**src/rtl/bf_program_loader.sv**
```systemverilog
// bf_program_loader: takes ASCII characters from the board switches,
// encodes the Brainfuck commands into opcodes and writes them one by one
// into program memory. When the user ends the program it appends END,
// checks bracket balance and signals the control unit.
module bf_program_loader #(
  parameter int PMAW = 8,
  parameter int OPW  = 4
) (
  input  logic            clock,
  input  logic            reset,
  input  logic [7:0]      char_in,
  input  logic            char_strobe,
  input  logic            load_end,
  output logic [PMAW-1:0] pm_address,
  output logic [OPW-1:0]  pm_data,
  output logic            pm_wren,
  output logic            PMInputDone,
  output logic [PMAW-1:0] prog_len,
  output logic            error,
  output logic [1:0]      error_code
);

  typedef enum logic [1:0] {
    LOAD      = 2'd0,
    WRITE_END = 2'd1,
    DONE      = 2'd2,
    ERROR     = 2'd3
  } state_t;

  localparam logic [OPW-1:0]  OP_END  = OPW'(0);
  localparam logic [OPW-1:0]  OP_INC  = OPW'(1);
  localparam logic [OPW-1:0]  OP_DEC  = OPW'(2);
  localparam logic [OPW-1:0]  OP_RGT  = OPW'(3);
  localparam logic [OPW-1:0]  OP_LFT  = OPW'(4);
  localparam logic [OPW-1:0]  OP_OPEN = OPW'(5);
  localparam logic [OPW-1:0]  OP_CLS  = OPW'(6);
  localparam logic [OPW-1:0]  OP_OUT  = OPW'(7);
  localparam logic [OPW-1:0]  OP_IN   = OPW'(8);

  // Last word is kept free so END always fits.
  localparam logic [PMAW-1:0] WP_LAST = '1;
  localparam logic [PMAW-1:0] ZERO    = '0;

  localparam logic [1:0] ERR_NONE     = 2'd0;
  localparam logic [1:0] ERR_UNMATCH  = 2'd1;
  localparam logic [1:0] ERR_UNCLOSED = 2'd2;
  localparam logic [1:0] ERR_OVERFLOW = 2'd3;

  state_t          state;
  logic [PMAW-1:0] wp;
  logic [PMAW-1:0] depth;
  logic            endPending;
  logic            strobePrev;
  logic            endPrev;

  logic            charEvt;
  logic            endEvt;
  logic            cmdValid;
  logic            isOpen;
  logic            isClose;
  logic [OPW-1:0]  cmdOp;

  // Rising-edge events against the previous sample of each level input.
  assign charEvt = char_strobe & ~strobePrev;
  assign endEvt  = load_end & ~endPrev;

  // Character-to-opcode decode; anything not a command is a comment.
  always_comb begin
    cmdValid = 1'b1;
    isOpen   = 1'b0;
    isClose  = 1'b0;
    cmdOp    = OP_END;
    case (char_in)
      8'h2B: cmdOp = OP_INC;                    // '+'
      8'h2D: cmdOp = OP_DEC;                    // '-'
      8'h3E: cmdOp = OP_RGT;                    // '>'
      8'h3C: cmdOp = OP_LFT;                    // '<'
      8'h5B: begin cmdOp = OP_OPEN; isOpen = 1'b1; end   // '['
      8'h5D: begin cmdOp = OP_CLS; isClose = 1'b1; end   // ']'
      8'h2E: cmdOp = OP_OUT;                    // '.'
      8'h2C: cmdOp = OP_IN;                     // ','
      default: cmdValid = 1'b0;
    endcase
  end

  // Loader FSM with registered memory-write and status outputs.
  always_ff @(posedge clock) begin
    if (reset) begin
      state       <= LOAD;
      wp          <= ZERO;
      depth       <= ZERO;
      endPending  <= 1'b0;
      strobePrev  <= 1'b0;
      endPrev     <= 1'b0;
      pm_address  <= ZERO;
      pm_data     <= OP_END;
      pm_wren     <= 1'b0;
      PMInputDone <= 1'b0;
      prog_len    <= ZERO;
      error       <= 1'b0;
      error_code  <= ERR_NONE;
    end else begin
      strobePrev <= char_strobe;
      endPrev    <= load_end;
      pm_wren    <= 1'b0;
      case (state)
        LOAD: begin
          if (endPending) begin
            // A character arrived together with load_end last cycle and
            // has been written; no new edge can occur this cycle.
            endPending <= 1'b0;
            state      <= WRITE_END;
          end else begin
            if (charEvt && cmdValid) begin
              if (wp == WP_LAST) begin
                state      <= ERROR;
                error      <= 1'b1;
                error_code <= ERR_OVERFLOW;
              end else if (isClose && (depth == ZERO)) begin
                state      <= ERROR;
                error      <= 1'b1;
                error_code <= ERR_UNMATCH;
              end else begin
                pm_address <= wp;
                pm_data    <= cmdOp;
                pm_wren    <= 1'b1;
                wp         <= wp + 1'b1;
                prog_len   <= wp + 1'b1;
                if (isOpen)  depth <= depth + 1'b1;
                if (isClose) depth <= depth - 1'b1;
              end
            end
            if (endEvt) begin
              // Let the character finish first; an ERROR it raises wins
              // because endPending is only looked at in LOAD.
              if (charEvt && cmdValid) endPending <= 1'b1;
              else                     state      <= WRITE_END;
            end
          end
        end
        WRITE_END: begin
          if (depth != ZERO) begin
            state      <= ERROR;
            error      <= 1'b1;
            error_code <= ERR_UNCLOSED;
          end else begin
            pm_address <= wp;
            pm_data    <= OP_END;
            pm_wren    <= 1'b1;
            prog_len   <= wp;
            state      <= DONE;
          end
        end
        DONE: begin
          // Raised one cycle after the END write so memory already holds it.
          PMInputDone <= 1'b1;
        end
        default: begin
          // ERROR: sticky until reset, no writes.
          error <= 1'b1;
        end
      endcase
    end
  end

endmodule

```
**config.mk**
```make
export PLATFORM = sky130hd
export DESIGN_NAME = bf_program_loader
export DESIGN_NICKNAME = d
export VERILOG_FILES = /design/src/rtl/bf_program_loader.sv
export SDC_FILE = /design/constraint.sdc
export NUM_CORES = 1
export LEC_CHECK = 0
export ABC_CLOCK_PERIOD_IN_PS = 3500
export CAP_MARGIN = 20
export CORE_MARGIN = 2
export CORE_UTILIZATION = 35
export DETAILED_ROUTE_END_ITERATION = 10
export GPL_ROUTABILITY_DRIVEN = 0
export HOLD_SLACK_MARGIN = 0.05
export PLACE_DENSITY = 0.55
export SETUP_SLACK_MARGIN = 0.4
export SYNTH_ARGS = -nofsm -noshare
export SYNTH_HDL_FRONTEND = slang
export SYNTH_SLANG_ARGS = --single-unit
```
**constraint.sdc**
```tcl
create_clock -name clock -period 3.5 [get_ports clock]
set_input_delay 0.525 -clock clock [delete_from_list [all_inputs] [get_ports clock]]
set_output_delay 0.525 -clock clock [all_outputs]
set_load 0.005 [all_outputs]
```
==> results of run 1 <==
-- logic make-up (layout without fill, tap and decap cells) --
| logic type | count (synthesis) | count (layout) | synth area share, % |
|---|---|---|---|
| compound gates | 75 | 75 | 23.2 |
| xor+xnor | 10 | 10 | 3.12 |
| fa+ha+maj | 2 | 2 | 0.890 |
| buf+inv | 35 | 63 | 6.59 |
| flops | 46 | 46 | 32.8 |
| mux | 16 | 16 | 5.97 |
| simple gates | 124 | 124 | 27.5 |
-- cells in the final DEF, fill, tap and decap left out, drive strengths merged, types with 4 or more instances in the layout --
| cell | instances |
|---|---|
| a211oi | 7 |
| a21oi | 16 |
| a221oi | 8 |
| a31o | 6 |
| and3 | 5 |
| buf | 8 |
| clkbuf | 5 |
| clkdlybuf4s50 | 35 |
| dfxtp | 46 |
| inv | 12 |
| mux2i | 13 |
| nand2 | 15 |
| nand2b | 26 |
| nand3 | 5 |
| nand4b | 5 |
| nor2 | 23 |
| nor2b | 6 |
| nor3 | 4 |
| nor4 | 7 |
| o21ai | 10 |
| o31ai | 8 |
| or4 | 6 |
| xnor2 | 6 |
| xor2 | 4 |
-- state kept, by name, indices dropped and copies added (netlist names) --
name and cells:
PMInputDone 1, depth 8, endPending 1, endPrev 1
error 1, error_code 2, pm_address 8, pm_data 4
pm_wren 1, prog_len 8, state 2, strobePrev 1
wp 8
-- power by group --
part / switching [uW] / internal, uW / total (uW)
combinational: 177 / 172 / 349
sequential: 21.4 / 557 / 579
clock: 185 / 210 / 395
-- how the worst max path moves through the flow --
stage | depth (start not counted) | to | slack, ns | start
6_report | 10 | depth[6] | 0.92 | char_in[3]
5_1_grt | 10 | depth[6] | 0.72 | char_in[3]
4_1_cts | 10 | depth[6] | 0.93 | char_in[3]
3_5_place_dp | 10 | depth[6] | 0.60 | char_in[3]
3_3_place_gp | 10 | depth[6] | 0.65 | char_in[7]
2_1_floorplan | 11 | depth[6] | 1.12 | char_in[2]
-- worst reg2reg max path, stage by stage (launching register included) --
cell and delay [ns]:
dfxtp_1 0.36, ha_1 0.26, and3_1 0.28, a41oi_4 0.27, o21ai_2 0.09, buf_4 0.22, a221oi_4 0.50, mux2i_1 0.23
-- area by class of cell --
cell class | instances | area, um^2 | area share [%]
clock buffers | 5 | 68.8 | 2.07
clock inverters | 3 | 40.0 | 1.20
inverters | 12 | 45.0 | 1.35
multi-input cells | 227 | 1700 | 51.2
flip-flops and latches | 46 | 921 | 27.7
well taps | 102 | 128 | 3.84
repair buffers | 43 | 420 | 12.6
-- metrics by stage --
step           cells  power [uW]  worst slack, ns  utilization, %  area (um^2)
2_1_floorplan    308         832             1.12               -         2810
3_3_place_gp     429         940            0.654            41.2         3200
3_5_place_dp     429         941            0.599            41.2         3200
4_1_cts          437        1340            0.930            42.6         3310
5_1_grt          438        1400            0.716            42.8         3330
6_report         438        1320            0.918            42.8         3330
-- routing by layer --
layer	GRT usage [%]	routed length (um)	up-vias
met1	19.0	2940	1108
li1	-	-	1196
met3	2.90	174	8
met5	0	0	-
met4	4.35	76	0
met2	23.3	2880	36
==> impl_metrics.csv, run 1 <==
group,metric,value,unit
die,start_util,36.2,%
power_and_ir_drop,p_per_area,398,mW/mm^2
drt,drtIter0Drc,102,
setup_path,cp_max_fo,14,
timing,finalSetupTns,0,ns
setup_path,crit_buf_inv,1,
power_and_ir_drop,ir_drop,0.000161,V
global_routing,grtUsageTotal,14.3,%
synth,async_flop_share,0,%
clock_tree,cts_tree,"yes",
final_layout,nets,349,
final_layout,area_delta_synth_final,18.4,%
setup_path,r2r_cells,7,
clock_tree,ctsLongestPathBuffers,2,
setup_path,cp_cell_sequence,"clkdlybuf4s50_1 -> nand4b_1 -> nand2b_4 -> xnor2_1 -> ha_1 -> and3_1 -> o2111ai_1 -> o31ai_1 -> a21oi_1 -> a31o_1",
clock_tree,cts_buffers,5,
timing,finalSetupViolCount,0,
timing,fmax,0.387,GHz
drt,drtAntennaViolNets,0,
drt,dr_total_vias,2348,
drt,vias_per_cell,5.36,
setup_path,cpPeakStageDelay,0.70,ns
setup_path,cp-start-kind,"input port",
drt,dr.pass1.iters,4,
setup_path,cp.required,3.70,ns
synth,syn-num-nets,322,
timing,hold_viol_final,0,
die,io_pins,37,
setup_path,crit_family,"buffers and inverters",
clock_tree,cts_setup_buffers,0,
clock_tree,clock-sinks,46,
timing,period_minus_slack,2.58,ns
clock_tree,cts_resized,0,
setup_path,worst_setup_path_end_kind,"register",
timing,holdWs,0.462,ns
synth,synth_top_area_share,32.8,%
synth,synthFlopType,"dfxtp_1",
timing,post-route-period-util,73.8,%
synth,post-synth-top-area-cell,"dfxtp_1",
run_status,status,"finished clean",
hold_path,holdPathEnd,"prog_len[2]",
setup_path,reg2reg_slack,1.23,ns
drt,drc,0,
setup_path,crit_slowest_cell,"clkdlybuf4s50_1",
final_layout,diodes,0,
clock_tree,insertion_delay,0.30,ns
synth,synth-edff-count,0,
setup_path,crit_arrival,2.78,ns
clock_tree,cts_hold_buf,0,
timing,drv_slew,0,
synth,syn_area_per_cell,9.12,um^2
final_layout,layout-drive-gt1-share,12.2,%
synth,yosysUniqueCellTypes,69,
synth,synth_cells,308,
power_and_ir_drop,leakage,0.00119,uW
die,die_width,93.6,um
clock_tree,htree_levels,2,
die,die_area,0.00876,mm^2
placed_design,io_buffers,36,
global_routing,grt_pass1_wl,10100,um
global_routing,grt_max_degree,66,
drt,drt_wl_total,6070,um
hold_path,hold_start,"prog_len[2]",
setup_path,r2r-end,"pm_address[5]",
clock_tree,root_buffer,"clkbuf_8",
synth,synth.area.top_cells,"dfxtp_1 33%, nand2b_1 5.6%, mux2i_1 4.6%",
placed_design,hpwl,4320,um
hold_path,hold_depth,2,
clock_tree,path_clk_slew,0.08,ns
setup_path,reg2reg_from,"wp[0]",
setup_path,path_class,"in2reg",
run,maxCapViolCount,0,
synth,synth_most_common_cell,"dfxtp_1",
drt,routedWlPerCell,13.9,um
synth,syn_area,0.00281,mm^2
die,num_rows,32,
die,core,0.00777,mm^2
hold_path,hp-class,"reg2reg",
synth,ys_seq_area_share,32.8,%
global_routing,grt_antenna_before_repair,0,
timing,tightest_slew,0.621,ns
synth,ys_top_cells_by_count,"46 x dfxtp_1, 25 x nand2b_1, 23 x nor2_1",
synth,yosysWarnings,0,
die,die_y,93.6,um
final_layout,nFillCells,796,
timing,max_slew_margin,58.4,%
synth,synth-seq-cells,46,
timing,clock_skew,0.00611,ns
timing,grt_setup_unrepaired,"no",
global_routing,grt_pass1_vias,2087,
global_routing,grt_remaining_overflow,0,
(Power assumes the default switching activity.)
==> run 2: changes to the inputs <==
--- a/config.mk
+++ b/config.mk
@@ -5,7 +5,7 @@
 export SDC_FILE = /design/constraint.sdc
 export NUM_CORES = 1
 export LEC_CHECK = 0
-export ABC_CLOCK_PERIOD_IN_PS = 3500
+export ABC_CLOCK_PERIOD_IN_PS = 2480
 export CAP_MARGIN = 20
 export CORE_MARGIN = 2
 export CORE_UTILIZATION = 35
==> constraint.sdc (replaced) <==
create_clock -name clock -period 2.48 [get_ports clock]
set_input_delay 0.372 -clock clock [delete_from_list [all_inputs] [get_ports clock]]
set_output_delay 0.372 -clock clock [all_outputs]
set_load 0.005 [all_outputs]
==> run 2 against run 1 <==
Compared with the run above: first-iteration DRC count increased by 12%; die area unchanged; design area rose by 12%.
==> impl_metrics.csv, run 2 (synthesis gave the netlist of run 1 again) <==
group,metric,value,unit
power_and_ir_drop,ir_drop,0.000270,V
setup_path,r2r_cells,8,
drt,vias_per_cell,5.27,
clock_tree,clock-sinks,46,
power_and_ir_drop,p_per_area,528,mW/mm^2
final_layout,nFillCells,759,
setup_path,cpPeakStageDelay,0.38,ns
drt,dr.pass1.iters,5,
drt,drt_wl_total,6800,um
final_layout,diodes,0,
drt,drtIter0Drc,114,
setup_path,reg2reg_from,"wp[0]",
clock_tree,cts_tree,"yes",
setup_path,worst_setup_path_end_kind,"register",
die,num_rows,32,
die,start_util,36.2,%
clock_tree,cts_hold_buf,0,
global_routing,grtUsageTotal,15.5,%
die,die_y,93.6,um
setup_path,crit_slowest_cell,"dfxtp_4",
timing,max_slew_margin,26.9,%
timing,fmax,0.491,GHz
die,die_width,93.6,um
placed_design,post_dp_cell_area,0.00342,mm^2
hold_path,hold_depth,2,
setup_path,cp_cell_sequence,"ha_4 -> and3_4 -> a41oi_4 -> o21ai_4 -> buf_6 -> buf_12 -> a22o_4 -> a211oi_1",
final_layout,layout-drive-gt1-share,24.9,%
global_routing,grt_pass1_vias,2300,
hold_path,holdPathEnd,"prog_len[6]",
timing,hold_viol_final,0,
setup_path,r2r-end,"prog_len[5]",
drt,routedWlPerCell,14.4,um
final_layout,area_delta_synth_final,32.1,%
setup_path,path_class,"reg2reg",
global_routing,grt_max_degree,66,
placed_design,hpwl,4770,um
clock_tree,insertion_delay,0.31,ns
drt,dr_total_vias,2486,
die,io_pins,37,
hold_path,hold_start,"prog_len[6]",
setup_path,cp.required,2.70,ns
final_layout,layout_commonest_cell,"dfxtp_1",
drt,drtAntennaViolNets,0,
run_status,status,"finished clean",
timing,post-route-period-util,82.1,%
clock_tree,root_buffer,"clkbuf_8",
die,die_area,0.00876,mm^2
setup_path,cp_max_fo,9,
run,maxCapViolCount,0,
final_layout,postLayoutCellArea,0.00371,mm^2
timing,drv_slew,0,
setup_path,reg2reg_slack,0.44,ns
setup_path,cp-start-kind,"register",
clock_tree,cts_buffers,5,
clock_tree,path_clk_slew,0.10,ns
timing,clock_skew,0.0135,ns
global_routing,grt_remaining_overflow,0,
timing,period_minus_slack,2.04,ns
die,core,0.00777,mm^2
clock_tree,htree_levels,2,
clock_tree,ctsLongestPathBuffers,2,
power_and_ir_drop,finalPower,1960,uW
final_layout,mostFrequentLayoutCells,"44 x dfxtp_1, 37 x buf_4, 28 x clkdlybuf4s50_1, 25 x nand2b_1, 23 x nor2_1",
global_routing,grt_antenna_before_repair,0,
global_routing,grt_pass1_wl,11000,um
drt,drc,0,
placed_design,io_buffers,36,
timing,finalSetupViolCount,0,
power_and_ir_drop,leakage,0.00139,uW
setup_path,crit_arrival,2.25,ns
timing,tightest_slew,1.10,ns
hold_path,hp-class,"reg2reg",
final_layout,nets,383,
timing,grt_setup_unrepaired,"yes",
## run 2: changes by cell type in the layout (fill, tap and decap cells not counted), sizes merged
cell | previous run | this run
dlygate4sd2 | 0 | 7
buf | 8 | 42
clkinv | 2 | 0
clkbuf | 5 | 6
clkdlybuf4s50 | 35 | 28
clkinvlp | 0 | 1
## run 2: layout make-up
type | count | area (um^2) | share of cell area (%)
multi-input cells | 227 | 1830 | 49.3
flip-flops and latches | 46 | 926 | 24.9
repair buffers | 77 | 672 | 18.1
well taps | 102 | 128 | 3.44
clock buffers | 6 | 72.6 | 1.96
inverters | 12 | 45.0 | 1.21
clock inverters | 2 | 37.5 | 1.01
## run 2: routing by layer
layer | GRT usage [%] | vias to the layer above | share of wire (%)
met2 | 25.1 | 51 | 47
met5 | 0 | - | 0
met4 | 3.74 | 0 | 0.68
met1 | 21.2 | 1167 | 49
met3 | 3.14 | 4 | 3.8
li1 | - | 1264 | -
## run 2: worst max path at each step
stage               start           to  cells after the start
3_3_place_gp   char_in[7]  prog_len[2]                      6
2_1_floorplan  char_in[3]     depth[6]                     11
5_1_grt        char_in[3]     depth[6]                     10
6_report            wp[0]  prog_len[5]                      8
3_5_place_dp   char_in[7]  prog_len[3]                      6
4_1_cts          depth[3]   pm_data[0]                      5
## run 2: worst max-delay path, delay by kind of cell (launching register included)
kind / cells / cell delay, ns
buffers and inverters: 2 / 0.30
flip-flops: 1 / 0.38
AO/OA/AOI/OAI: 4 / 0.90
AND/OR/NAND/NOR: 1 / 0.20
adder cells (fa/ha/maj): 1 / 0.17
## run 2: power by group
group,internal (uW),switching [uW]
Sequential,785,32.4
Combinational,302,277
Clock,301,262
Total,1390,571
## run 2: timing repair
item / 4_1_cts / 5_1_grt
endpoints found under the setup margin: 36 / 29
setup buffers: 2 / 5
gates cloned: 0 / 1
pin swaps: 3 / 8
resized for setup: 14 / 20
## run 2: stage by stage
step | util (%) | std cells | hold slack (ns) | setup TNS, ns | setup slack [ns]
finish | 47.8 | 472 | 0.472 | 0 | 0.444
detailed placement | 44.1 | 456 | 0.454 | -0.993 | -0.0914
global placement | 44.1 | 456 | 0.450 | -0.323 | -0.0393
global route | 47.8 | 472 | 0.497 | 0 | 0.339
floorplan | - | 308 | 0.450 | 0 | 0.355
CTS | 45.9 | 466 | 0.468 | 0 | 0.412
==> run 3: changes to the inputs <==
--- a/config.mk
+++ b/config.mk
@@ -5,14 +5,14 @@
 export SDC_FILE = /design/constraint.sdc
 export NUM_CORES = 1
 export LEC_CHECK = 0
-export ABC_CLOCK_PERIOD_IN_PS = 2480
+export ABC_CLOCK_PERIOD_IN_PS = 1750
 export CAP_MARGIN = 20
 export CORE_MARGIN = 2
 export CORE_UTILIZATION = 35
 export DETAILED_ROUTE_END_ITERATION = 10
 export GPL_ROUTABILITY_DRIVEN = 0
 export HOLD_SLACK_MARGIN = 0.05
-export PLACE_DENSITY = 0.55
+export PLACE_DENSITY = 0.57
 export SETUP_SLACK_MARGIN = 0.4
 export SYNTH_ARGS = -nofsm -noshare
 export SYNTH_HDL_FRONTEND = slang
==> constraint.sdc (replaced) <==
create_clock -name clock -period 1.75 [get_ports clock]
set_input_delay 0.2625 -clock clock [delete_from_list [all_inputs] [get_ports clock]]
set_output_delay 0.2625 -clock clock [all_outputs]
set_load 0.005 [all_outputs]
==> run 3 against run 2 <==
Compared with the run above: sequential power up 42%; non-clock buffer count up 35; design area up 13%; clock power up 75%; routed wire length up 12%; clock skew down 0.0058 ns; utilization up 6.1 points; the flow now finishes with violations (negative setup slack); combinational power up 51%; via count up 8.3%; setup slack worse by 0.63 ns; worst hold slack worse by 0.045 ns.
==> impl_metrics.csv, run 3 (synthesis gave the netlist of run 1 again) <==
group,metric,value,unit
timing,period_minus_slack,1.93,ns
timing,worst_slack,-0.182,ns
hold_path,hold_depth,3,
final_layout,diodes,0,
global_routing,grtUsageTotal,17.9,%
power_and_ir_drop,leakage,0.00177,uW
timing,post-route-period-util,110,%
die,die_width,93.6,um
setup_path,r2r_cells,7,
run,maxCapViolCount,0,
timing,finalSetupViolCount,34,
setup_path,crit_family,"simple AND/OR/NAND/NOR gates",
timing,hold_viol_final,0,
timing,clock_skew,0.00779,ns
global_routing,grt_pass1_wl,12600,um
clock_tree,cts_hold_buf,0,
die,die_area,0.00876,mm^2
global_routing,grt_antenna_before_repair,0,
global_routing,grt_max_degree,25,
clock_tree,cts_buffers,5,
final_layout,area_delta_synth_final,48.8,%
power_and_ir_drop,ir_drop,0.000442,V
timing,grt_setup_unrepaired,"yes",
setup_path,crit_buf_inv,1,
timing,max_slew_margin,62.5,%
timing,fmax,0.518,GHz
clock_tree,clock-sinks,46,
timing,tightest_slew,0.548,ns
clock_tree,htree_levels,2,
setup_path,reg2reg_from,"wp[0]",
global_routing,grt_remaining_overflow,0,
drt,dr_total_vias,2693,
setup_path,cp-start-kind,"register",
die,start_util,36.2,%
drt,routedWlPerCell,15.0,um
drt,dr.pass1.iters,4,
drt,vias_per_cell,5.30,
setup_path,cpPeakStageDelay,0.55,ns
die,io_pins,37,
placed_design,dpl.cell_count,491,
setup_path,cp_cell_sequence,"ha_4 -> and3_4 -> a41oi_4 -> o21ai_2 -> buf_6 -> or4_1 -> a21oi_2",
power_and_ir_drop,finalPower,3020,uW
clock_tree,root_buffer,"clkbuf_8",
drt,drt_wl_total,7600,um
setup_path,crit_slowest_cell,"or4_1",
final_layout,nets,419,
run_status,status,"complete, but fails checks",
global_routing,grt_pass1_vias,2630,
final_layout,nFillCells,750,
setup_path,reg2reg_slack,-0.18,ns
die,core,0.00777,mm^2
final_layout,layout-drive-gt1-share,43.6,%
setup_path,cp_max_fo,9,
clock_tree,path_clk_slew,0.09,ns
setup_path,path_class,"reg2reg",
placed_design,io_buffers,36,
hold_path,hp-class,"in2reg",
run_status,failed_checks,"negative setup slack",
drt,drc,0,
final_layout,mostFrequentLayoutCells,"66 x buf_4, 26 x dlygate4sd2_1, 25 x nand2b_1, 23 x dfxtp_2",
hold_path,hold_start,"reset",
clock_tree,cts_tree,"yes",
setup_path,cp.required,1.98,ns
placed_design,hpwl,5510,um
setup_path,crit_arrival,2.17,ns
setup_path,worst_setup_path_end_kind,"register",
drt,drtIter0Drc,132,
power_and_ir_drop,p_per_area,722,mW/mm^2
final_layout,stdcell_count,508,
drt,drtAntennaViolNets,0,
die,die_y,93.6,um
setup_path,r2r-end,"wp[7]",
clock_tree,ctsLongestPathBuffers,2,
timing,drv_slew,0,
clock_tree,insertion_delay,0.30,ns
die,num_rows,32,
final_layout,layout_commonest_cell,"buf_4",
hold_path,holdPathEnd,"pm_address[3]",
run 3: metal layers:
metal  track usage [%]  up-vias  part of all wire, %
met5                 0        -                    0
met4              4.35        0                  1.5
met3              3.06       12                  3.3
met2              30.7       48                   50
met1              23.5     1298                   46
li1                  -     1335                    -
run 3: worst max path at each step:
stage | startpoint | to | slack [ns] | cells after the start
after floorplan | char_in[3] | depth[6] | -0.25 | 11
after global placement | char_in[7] | depth[6] | -0.63 | 10
after detailed placement | char_in[7] | depth[6] | -0.68 | 10
after CTS | wp[0] | prog_len[6] | -0.13 | 8
after global routing | wp[0] | wp[7] | -0.23 | 7
final | wp[0] | wp[7] | -0.18 | 7
run 3: what timing repair did:
action	in CTS	in global routing
pin swaps	20	6
setup endpoints to repair	68	44
gates resized for setup	97	25
cloned	1	0
buffers inserted	6	2
run 3: cell type report:
cell class	count	area (um^2)	share of cell area [%]
multi-input combinational	228	1980	47.3
sequential	46	953	22.8
timing repair buffer	112	937	22.4
tap	102	128	3.05
clock buffer	6	82.6	1.97
clock inverter	2	60.1	1.44
inverter	12	45.0	1.08
run 3: power by group:
group	leakage [uW]	switching (uW)	internal (uW)
clock	0.0000714	377	609
combinational	0.00132	431	445
sequential	0.000385	33.5	1120
run 3: through the flow:
stage	instance area (um^2)	TNS [ns]	util [%]	hold slack [ns]	setup WS (ns)
detailed placement	3720	-22.91	47.9	0.452	-0.677
global placement	3720	-21.16	47.9	0.448	-0.633
floorplan	2860	-1.37	-	0.391	-0.254
finish	4180	-2.73	53.8	0.427	-0.182
global route	4180	-5.46	53.8	0.457	-0.229
CTS	4070	-2.98	52.4	0.425	-0.135
run 3: worst min-delay path: cells and delay by family:
| family | cells | cell delay (ns) |
|---|---|---|
| buffers and inverters | 1 | 0.23 |
| muxes | 1 | 0.06 |
| and+or+nand+nor | 1 | 0.14 |
